$ cat src/rtl/alu_pkg.sv
// Shared opcode constants and multiplier FSM state encoding for the 4-bit ALU.
package alu_pkg;

  localparam logic [1:0] OP_ADD = 2'b00;
  localparam logic [1:0] OP_SUB = 2'b01;
  localparam logic [1:0] OP_MUL = 2'b10;
  localparam logic [1:0] OP_AND = 2'b11;

  typedef enum logic [1:0] {
    IDLE = 2'b00,
    LOAD = 2'b01,
    ITER = 2'b10,
    DONE = 2'b11
  } mul_state_e;

endpackage

$ cat src/rtl/alu_mult_seq.sv
// Sequential 4x4 shift-add multiplier: Init starts LOAD, four ITER steps, then DONE holds P.
module alu_mult_seq
  import alu_pkg::*;
(
  input  logic       Clk,
  input  logic       Rst,
  input  logic       Init,
  input  logic [3:0] A,
  input  logic [3:0] B,
  output logic [7:0] P,
  output logic       Done
);

  mul_state_e state_q, state_d;
  logic [7:0] mcand_q, mcand_d;
  logic [3:0] mplier_q, mplier_d;
  logic [7:0] p_q, p_d;
  logic [1:0] cnt_q, cnt_d;
  logic       done_q, done_d;

  always_comb begin
    state_d  = state_q;
    mcand_d  = mcand_q;
    mplier_d = mplier_q;
    p_d      = p_q;
    cnt_d    = cnt_q;
    case (state_q)
      IDLE: if (Init) state_d = LOAD;
      LOAD: begin
        // Operands are captured only here, so later A/B changes cannot disturb the product.
        mcand_d  = {4'b0, A};
        mplier_d = B;
        p_d      = '0;
        cnt_d    = '0;
        state_d  = ITER;
      end
      ITER: begin
        if (mplier_q[0]) p_d = p_q + mcand_q;
        mcand_d  = {mcand_q[6:0], 1'b0};
        mplier_d = {1'b0, mplier_q[3:1]};
        cnt_d    = cnt_q + 2'd1;
        if (cnt_q == 2'd3) state_d = DONE;
      end
      DONE: if (Init) state_d = LOAD;
    endcase
    done_d = (state_d == DONE);
  end

  always_ff @(posedge Clk) begin
    if (Rst) begin
      state_q  <= IDLE;
      mcand_q  <= '0;
      mplier_q <= '0;
      p_q      <= '0;
      cnt_q    <= '0;
      done_q   <= 1'b0;
    end else begin
      state_q  <= state_d;
      mcand_q  <= mcand_d;
      mplier_q <= mplier_d;
      p_q      <= p_d;
      cnt_q    <= cnt_d;
      done_q   <= done_d;
    end
  end

  assign P    = p_q;
  assign Done = done_q;

endmodule

$ cat src/rtl/alu_unit.sv
// 4-bit ALU: combinational add/sub/AND, sequential multiply; Select only muxes Sal/Cout.
module alu_unit
  import alu_pkg::*;
(
  input  logic       Clk,
  input  logic       Rst,
  input  logic [3:0] A,
  input  logic [3:0] B,
  input  logic       Init,
  input  logic [1:0] Select,
  output logic       Cout,
  output logic       Done,
  output logic [7:0] Sal
);

  logic [4:0] sum;
  logic [4:0] diff;
  logic [7:0] prod;

  assign sum  = {1'b0, A} + {1'b0, B};
  assign diff = {1'b0, A} - {1'b0, B};

  alu_mult_seq u_mult (
    .Clk  (Clk),
    .Rst  (Rst),
    .Init (Init),
    .A    (A),
    .B    (B),
    .P    (prod),
    .Done (Done)
  );

  always_comb begin
    Sal  = '0;
    Cout = 1'b0;
    case (Select)
      OP_ADD: begin
        Sal  = {3'b0, sum};
        Cout = sum[4];
      end
      OP_SUB: begin
        // diff[4] is the borrow out, which doubles as the sign of the 5-bit result.
        Sal  = {{3{diff[4]}}, diff};
        Cout = ~diff[4];
      end
      OP_MUL: Sal = prod;
      OP_AND: Sal = {4'b0, A & B};
    endcase
  end

endmodule

$ cat config.mk
export PLATFORM = sky130hd
export DESIGN_NAME = alu_unit
export DESIGN_NICKNAME = d
export VERILOG_FILES = /design/src/rtl/alu_pkg.sv /design/src/rtl/alu_mult_seq.sv /design/src/rtl/alu_unit.sv
export SDC_FILE = /design/constraint.sdc
export NUM_CORES = 1
export LEC_CHECK = 0
export CORE_ASPECT_RATIO = 1.4
export CORE_MARGIN = 3
export CORE_UTILIZATION = 50
export DETAILED_ROUTE_END_ITERATION = 16
export GPL_TIMING_DRIVEN = 0
export PLACE_DENSITY_LB_ADDON = 0.25
export RECOVER_POWER = 50
export SYNTH_ARGS = -nofsm -noshare
export SYNTH_HDL_FRONTEND = slang
export SYNTH_SLANG_ARGS = --single-unit
$ cat constraint.sdc
create_clock -name Clk -period 2.91 [get_ports Clk]
set_clock_uncertainty 0.1 [all_clocks]
set_input_delay 0.7275 -clock Clk [delete_from_list [all_inputs] [get_ports Clk]]
set_output_delay 0.7275 -clock Clk [all_outputs]
set_load 0.01 [all_outputs]
== After elaboration in Yosys (flattened, before gate mapping) ==
Cells that the tools add are included.
Word-level totals
  output and inout bits: 10
  logic and storage cells: 36
  latch bits: 0
  input port bits: 13
  memory bits (writable): 0
  ROM bits: 0
  register bits: 25
  memories kept: 0
Cells by class
  reductions and logical operators: 5
  $lt $le $gt $ge: 0
  bitwise operators: 2
  shifts and indexed selects: 0
  div/mod/pow operators: 0
  add/subtract/negate cells: 4
  $mul: 0
  equal/unequal tests: 9
  muxes and demuxes: 10
Operator list (count)
  8-bit one-hot mux with 2 select lines: 2
  8-bit one-hot mux with 4 select lines: 1
  2-bit equality test (second input constant): 6
  8-bit adder: 1
  8-bit 2-to-1 mux: 1
  4-bit one-hot mux with 2 select lines: 1
  2-bit one-hot mux with 3 select lines: 1
  4-bit by 4-bit adder with 5-bit output: 1
  4-bit by 4-bit subtractor with 5-bit output: 1
  4-bit AND: 1
  2-bit by 1-bit equality test with 1-bit output (second input constant): 2
  2-bit zero test: 2
  2-bit 2-to-1 mux: 2
  2-bit one-hot mux with 2 select lines: 1
  2-bit by 1-bit adder with 2-bit output (second input constant): 1
  2-bit by 1-bit inequality test with 1-bit output (second input constant): 1
  1-bit one-hot mux with 2 select lines: 1
  2-bit AND reduction: 1
  2-bit nonzero test: 1
  2-bit OR reduction: 1
  1-bit inverter: 1

== Logic depth before layout (Yosys ltp) ==
Gate-level depths: netlist of run 1.
  depth after elaboration: 4
  gate-level depth with buffers: 8

== Hierarchy ==
From an unflattened synthesis of run 1, not the netlist that was laid out.
Second synthesis, totals
  cells, all modules: 210
  area total of the unflattened synthesis: 1794.2 um^2
Modules (own cells, without submodules)
  alu_mult_seq: cells each 155, area an instance 1343.8 um^2, instances 1, sequential area each 500.5 um^2
  alu_unit: cells each 55, area an instance 450.4 um^2, instances 1, sequential area each 0.0 um^2

== Worst setup path before layout of run 1 ==
Ideal clock, no wire load.
  kind: input port to output port
  start point: in A[0]
  end point: out Sal[4]
  stages on the path: 8
  arrival: 2.086 ns
  buffers on the path: 0
  path slack: -0.004 ns
  data required time: 2.082 ns
  cells stage by stage: inv_1 ha_1 inv_1 fa_1 a21oi_1 o21bai_1 nor3b_1 o21bai_1
Between the ends
  word-level cells in the longest chain between the ends: 2
RTL lines
  from (decl): line alu_unit.sv:7  | input logic [3:0] A,
  4-bit by 4-bit subtractor with 5-bit output / 4-bit by 4-bit adder with 5-bit output (equally long branches): line alu_unit.sv:21, alu_unit.sv:20
  8-bit one-hot mux with 4 select lines (*): line alu_unit.sv:36  | case (Select)
  to (decl): line alu_unit.sv:13  | output logic [7:0] Sal
Mark *: on every way between the ends. The rest lies on a longest branch, timed or not.

== Worst setup path after layout of run 1 ==
  start point: in A[0]
  end point: out Sal[5]
Between the ends
  word-level cells in the longest chain between the ends: 2
RTL lines
  4-bit by 4-bit subtractor with 5-bit output: line alu_unit.sv:21  | assign diff = {1'b0, A} - {1'b0, B};
  8-bit one-hot mux with 4 select lines: line alu_unit.sv:36
No other way between the ends.

==> summary.txt, run 1 <==
PortBufs -> 22
Clk Latency, worst-skew pair -> 270 ps
Via-to-Cell Ratio -> 5.638
run status -> finished with violations
number of nets still failing antenna checks after routing -> 0
RSZ-0062 raised after global routing -> yes
yosys warns -> 0
static leakage -> 0.0009610 µW
Synth Area per Inst -> 8.171 µm²
Clock Path Buffers -> 2
worst min-delay path category -> register to register
first-pass GRT wire length -> 7265 µm
Synth area leader -> dfxtp_1
PD cells -> 591.9 nW/µm²
PnR Total Power -> 1321 µW
Placed Cells -> 274
post-synth top area share -> 0.2876
DP HPWL -> 3022 µm
Final min period -> 3038 ps
initial antenna violation count -> 0
Boundary Pins -> 23
TritonCTS clock tree -> done
ys async rst share -> 0
largest net degree at the start of global routing -> 15
gpl congestion -> 0.8445
worst path required time -> 2080 ps
site row count -> 24
count leader, synth -> nor2_1
hold_buf cts -> 0
post-layout util -> 0.6947
fin cells -> 287
vias in the first global route -> 1581
Die X -> 55.86 µm
Total GRT Usage -> 0.2204
final hold violation count -> 0
die height -> 75.81 µm
ant diodes -> 0
max-slew violation count -> 0
startpoint types -> input port
failing checks -> negative setup slack
max-cap viol count -> 0
Slew Limit Headroom -> 0.6249
largest cells by area after synthesis -> dfxtp_1 29%, ha_1 14%, nor2_1 8.2%
Post-synth EDFFs -> 0
measured slew at the worst slew-check pin -> 562.6 ps
DR vias -> 1618
DP Worst Slack -> -1099 ps
final setup fails -> 7
clock-pin transition on the worst setup and hold timing paths -> 90 ps
CTS root buf -> clkbuf_8
CTS buffer count -> 3
maximum fanout along the worst path -> 3
WL/cell -> 15.49 µm
htree depth -> 1
critical path capture point type -> output pin
hold_ws -> 390.9 ps
drt initial violations -> 88
final worst-path cycle share -> 1.044
critical path class -> input port to output pin
synth-to-layout area growth -> 28.25%
nets -> 284
WP data arrival -> 2210 ps
CORE AREA -> 3213 µm²
synthesis-stage register bit count -> 25
Main synth FF type -> dfxtp_1
share of synthesized area occupied by flip-flops and latches -> 0.2876
Max Freq -> 329.1 MHz
count of different cell masters after synthesis -> 32
die footprint -> 4234 µm²
peak supply drop -> 530.0 µV
Gate Count Post-Synth -> 213
setup slack after layout -> -128.2 ps
effective utilization at floorplan -> 0.5417
top cells by count, synth -> 38 x nor2_1, 25 x dfxtp_1, 23 x a21oi_1, 19 x ha_1, 15 x inv_1
layout cells sized above 1 -> 0.2339
drt first pass iters -> 4
CTS sink cnt -> 25
drc violations -> 0
final WL -> 4446 µm
Syn Nets -> 248
mapped cell area -> 1740 µm²
total congestion overflow -> 0
-- routing by layer --
metal	GRT usage	share of wire	vias up
met3	0.01864	0.039	16
met5	0	0	-
met1	0.2510	0.41	755
li1	-	-	803
met2	0.4171	0.52	44
met4	0.1108	0.040	0
-- through the flow --
stage,setup TNS [ps],area (µm²)
floorplan,0,1745
global placement,-7994,2014
finish,-651.3,2232
detailed placement,-8131,2014
CTS,-678.9,2167
global route,-1090,2232
-- path summary, 6_finish.rpt --
path | to | slack [ps] | from | cells after the start
worst max-delay path | Sal[5] | -130 | A[0] | 11
worst min register to register | u_mult.P[4] | 390 | u_mult.P[4] | 2
worst max register to register | u_mult.P[6] | 770 | u_mult.state_q[0] | 8
worst min-delay path | u_mult.P[4] | 390 | u_mult.P[4] | 2
-- cell families (layout without fill, tap and decap cells) --
family | Yosys count | count (layout) | synth area share
AO/OA/AOI/OAI | 60 | 60 | 0.2128
XOR/XNOR | 10 | 10 | 0.05032
adder cells (fa/ha/maj) | 22 | 22 | 0.1711
buffers and inverters | 25 | 60 | 0.05751
flip-flops | 25 | 25 | 0.2876
multiplexers | 10 | 10 | 0.07189
AND/OR/NAND/NOR | 61 | 61 | 0.1488
-- cell usage in the layout (no fill, tap or decap), types with 4 or more instances in the layout --
cell and n:
nor2_1 38, dfxtp_1 25, a21oi_1 20, ha_1 13, buf_4 12, nand2_1 11, o21ai_0 9, inv_1 8
mux2i_1 8, buf_2 7, clkbuf_1 6, a22oi_1 6, inv_2 5, xnor2_1 5, a21o_1 5, ha_4 5
xor2_1 4, nor3_1 4, dlygate4sd2_1 4
-- state kept, by name, summed over array words and instances (netlist names) --
register         flops
u_mult.P             8
u_mult.state_q       2
u_mult.cnt_q         2
u_mult.mcand_q       8
u_mult.mplier_q      4
u_mult.Done          1
-- critical path, stage by stage --
cell,delay (ps)
buf_8,110
inv_4,40
ha_4,110
inv_2,40
fa_2,360
a21oi_2,170
o21bai_2,80
nor3b_2,210
buf_4,160
a21o_1,80
buf_2,120
-- layout make-up --
type,instances,area (µm²)
multi-input combinational,163,1266
fill,276,980.9
buffer,9,46.29
clock buffer,3,41.29
clock inverter,1,5.005
sequential,25,500.5
tap,39,48.80
timing repair buffer,32,262.8
inverter,15,61.31
-- repair_timing --
action,in CTS,in global routing
pin swaps,11,7
setup endpoints to repair,9,9
gates cloned,0,0
resized for setup,84,16
buffers inserted,7,3
-- report_power, final --
group | total (µW) | internal, µW | leakage [µW] | switching (µW)
Combinational | 651 | 260 | 0.000733 | 391
Clock | 207 | 96.0 | 0.0000255 | 111
Sequential | 463 | 410 | 0.000203 | 53.1
Power figures use the tool's default switching activity.
==> run 2: changes to the inputs <==
--- a/config.mk
+++ b/config.mk
@@ -5,6 +5,7 @@
 export SDC_FILE = /design/constraint.sdc
 export NUM_CORES = 1
 export LEC_CHECK = 0
+export CAP_MARGIN = 25
 export CORE_ASPECT_RATIO = 1.4
 export CORE_MARGIN = 3
 export CORE_UTILIZATION = 50
==> constraint.sdc (replaced) <==
create_clock -name Clk -period 3.91 [get_ports Clk]
set_clock_uncertainty 0.1 [all_clocks]
set_input_delay 0.9775 -clock Clk [delete_from_list [all_inputs] [get_ports Clk]]
set_output_delay 0.9775 -clock Clk [all_outputs]
set_load 0.01 [all_outputs]
==> run 2 against run 1 <==
Net effect: the run now ends clean; clock power fell by 25%; die area unchanged; non-clock buffer count down 7; sequential power fell by 26%; cell count down 2.4%; final area fell by 6.9%; sequential share of layout area grew 1.7 points; count of clock-buffer cells in the layout stayed put; largest cell class unchanged.
==> summary.txt, run 2 (synthesized netlist as in run 1, its figures left out) <==
DR vias -> 1565
Int Power -> 556.7 µW
final WL -> 3966 µm
ant diodes -> 0
PortBufs -> 22
final setup fails -> 0
Total GRT Usage -> 0.1958
layout cells sized above 1 -> 0.09959
drt first pass iters -> 4
Clk Latency, worst-skew pair -> 270 ps
effective utilization at floorplan -> 0.5417
Via-to-Cell Ratio -> 5.589
gpl congestion -> 0.8394
hold_ws -> 394.8 ps
R2R setup slack -> 1770 ps
Critical R2R Launch -> u_mult.state_q[0]
hold-critical path endpoint -> u_mult.cnt_q[0]
RSZ-0062 raised after global routing -> no
TritonCTS clock tree -> done
register share of total power -> 0.360
max-cap viol count -> 0
first-pass GRT wire length -> 6561 µm
switching power -> 399.6 µW
slowest cell delay on critical path -> 440 ps
critical path capture point type -> output pin
FF-to-FF End -> u_mult.mplier_q[0]
logic gate share of total power -> 0.477
post-layout util -> 0.6468
Slew Limit Headroom -> 0.6298
largest net degree at the start of global routing -> 16
CTS buffer count -> 3
vias in the first global route -> 1475
die footprint -> 4234 µm²
site row count -> 24
WL/cell -> 14.16 µm
most frequent cells in the layout -> 38 x nor2_1, 25 x dfxtp_1, 22 x a21oi_1, 17 x ha_1, 14 x inv_1
Die X -> 55.86 µm
peak supply drop -> 467.8 µV
most common cell after layout, fill and taps aside -> nor2_1
Max Freq -> 259.6 MHz
maximum fanout along the worst path -> 5
Hold Crit Start -> u_mult.cnt_q[0]
critical path class -> input port to output pin
CTS sink cnt -> 25
drc violations -> 0
switching share of power -> 0.4179
CP dominant cell by count -> dlygate4sd2_1
final hold violation count -> 0
number of nets still failing antenna checks after routing -> 0
clock share of power -> 0.163
CP max-delay cell -> mux4_2
worst-path cell chain -> dlygate4sd2_1 -> ha_1 -> inv_1 -> a21oi_1 -> o21bai_1 -> xnor2_1 -> mux4_2 -> dlygate4sd2_1
DP Worst Slack -> -758.0 ps
worst path required time -> 2830 ps
CORE AREA -> 3213 µm²
DP HPWL -> 2985 µm
reg2reg path depth -> 8
PD cells -> 460.1 nW/µm²
WP data arrival -> 2780 ps
worst min-delay path category -> register to register
CTS root buf -> clkbuf_8
total congestion overflow -> 0
Clock Path Buffers -> 2
final worst-path cycle share -> 0.9853
beginning of the critical path -> A[1]
run status -> completed
WHS Path Cells -> 2
max-slew violation count -> 0
synth-to-layout area growth -> 19.41%
die height -> 75.81 µm
static leakage -> 0.0008980 µW
initial antenna violation count -> 0
measured slew at the worst slew-check pin -> 555.3 ps
htree depth -> 1
Boundary Pins -> 23
startpoint types -> input port
clock-pin transition on the worst setup and hold timing paths -> 90 ps
Final min period -> 3853 ps
post-route setup TNS -> 0 ps
nets -> 277
drt initial violations -> 35
setup slack after layout -> 57.46 ps
run 2: worst max-delay path by stage:
stage / end / slack, ps / cells after the start
2_1_floorplan: Sal[4] / 500 / 8
3_3_place_gp: Sal[4] / -760 / 9
3_5_place_dp: Sal[4] / -760 / 9
4_1_cts: Sal[5] / 2 / 11
5_1_grt: Sal[3] / 1 / 8
6_report: Sal[3] / 60 / 8
run 2: power by group through the flow:
stage | logic, µW | registers (µW) | clock network, µW
floorplan | 329 | 342 | 0
global placement | 451 | 349 | 0
detailed placement | 457 | 350 | 0
CTS | 457 | 344 | 160
global route | 514 | 353 | 174
finish | 456 | 344 | 156
run 2: cell type report:
type | count | area (µm²)
multi-input cells | 163 | 1170
plain buffers | 9 | 36.28
inverters | 15 | 56.30
clock inverters | 1 | 7.507
flip-flops and latches | 25 | 500.5
fillers | 291 | 1135
clock buffers | 3 | 41.29
well taps | 39 | 48.80
repair buffers | 25 | 217.7
run 2: critical path, delay by kind of cell:
kind / cells / cell delay, ps
buffers and inverters: 3 / 640
AO/OA/AOI/OAI: 2 / 270
adder cells (fa/ha/maj): 1 / 320
XOR/XNOR: 1 / 130
multiplexers: 1 / 440
run 2: timing repair:
item | in CTS | in global routing
hold buffers | 0 | 0
pin swaps | 4 | 3
setup endpoints to repair | 8 | 6
gates resized for setup | 24 | 10
setup buffers | 2 | 1
run 2: stage by stage:
stage | instance area (µm²) | total power (µW) | instances
final | 2078 | 956.3 | 280
after global routing | 2078 | 1042 | 280
after floorplan | 1740 | 670.9 | 213
after global placement | 2009 | 799.9 | 274
after detailed placement | 2009 | 806.8 | 274
after CTS | 2083 | 960.1 | 279
run 2: routing by layer:
metal / track usage / part of all wire / wire length [µm]
met5: 0 / 0 / 0
met4: 0.08971 / 0.020 / 78
met3: 0.02203 / 0.035 / 140
met2: 0.3671 / 0.52 / 2051
met1: 0.2257 / 0.43 / 1695
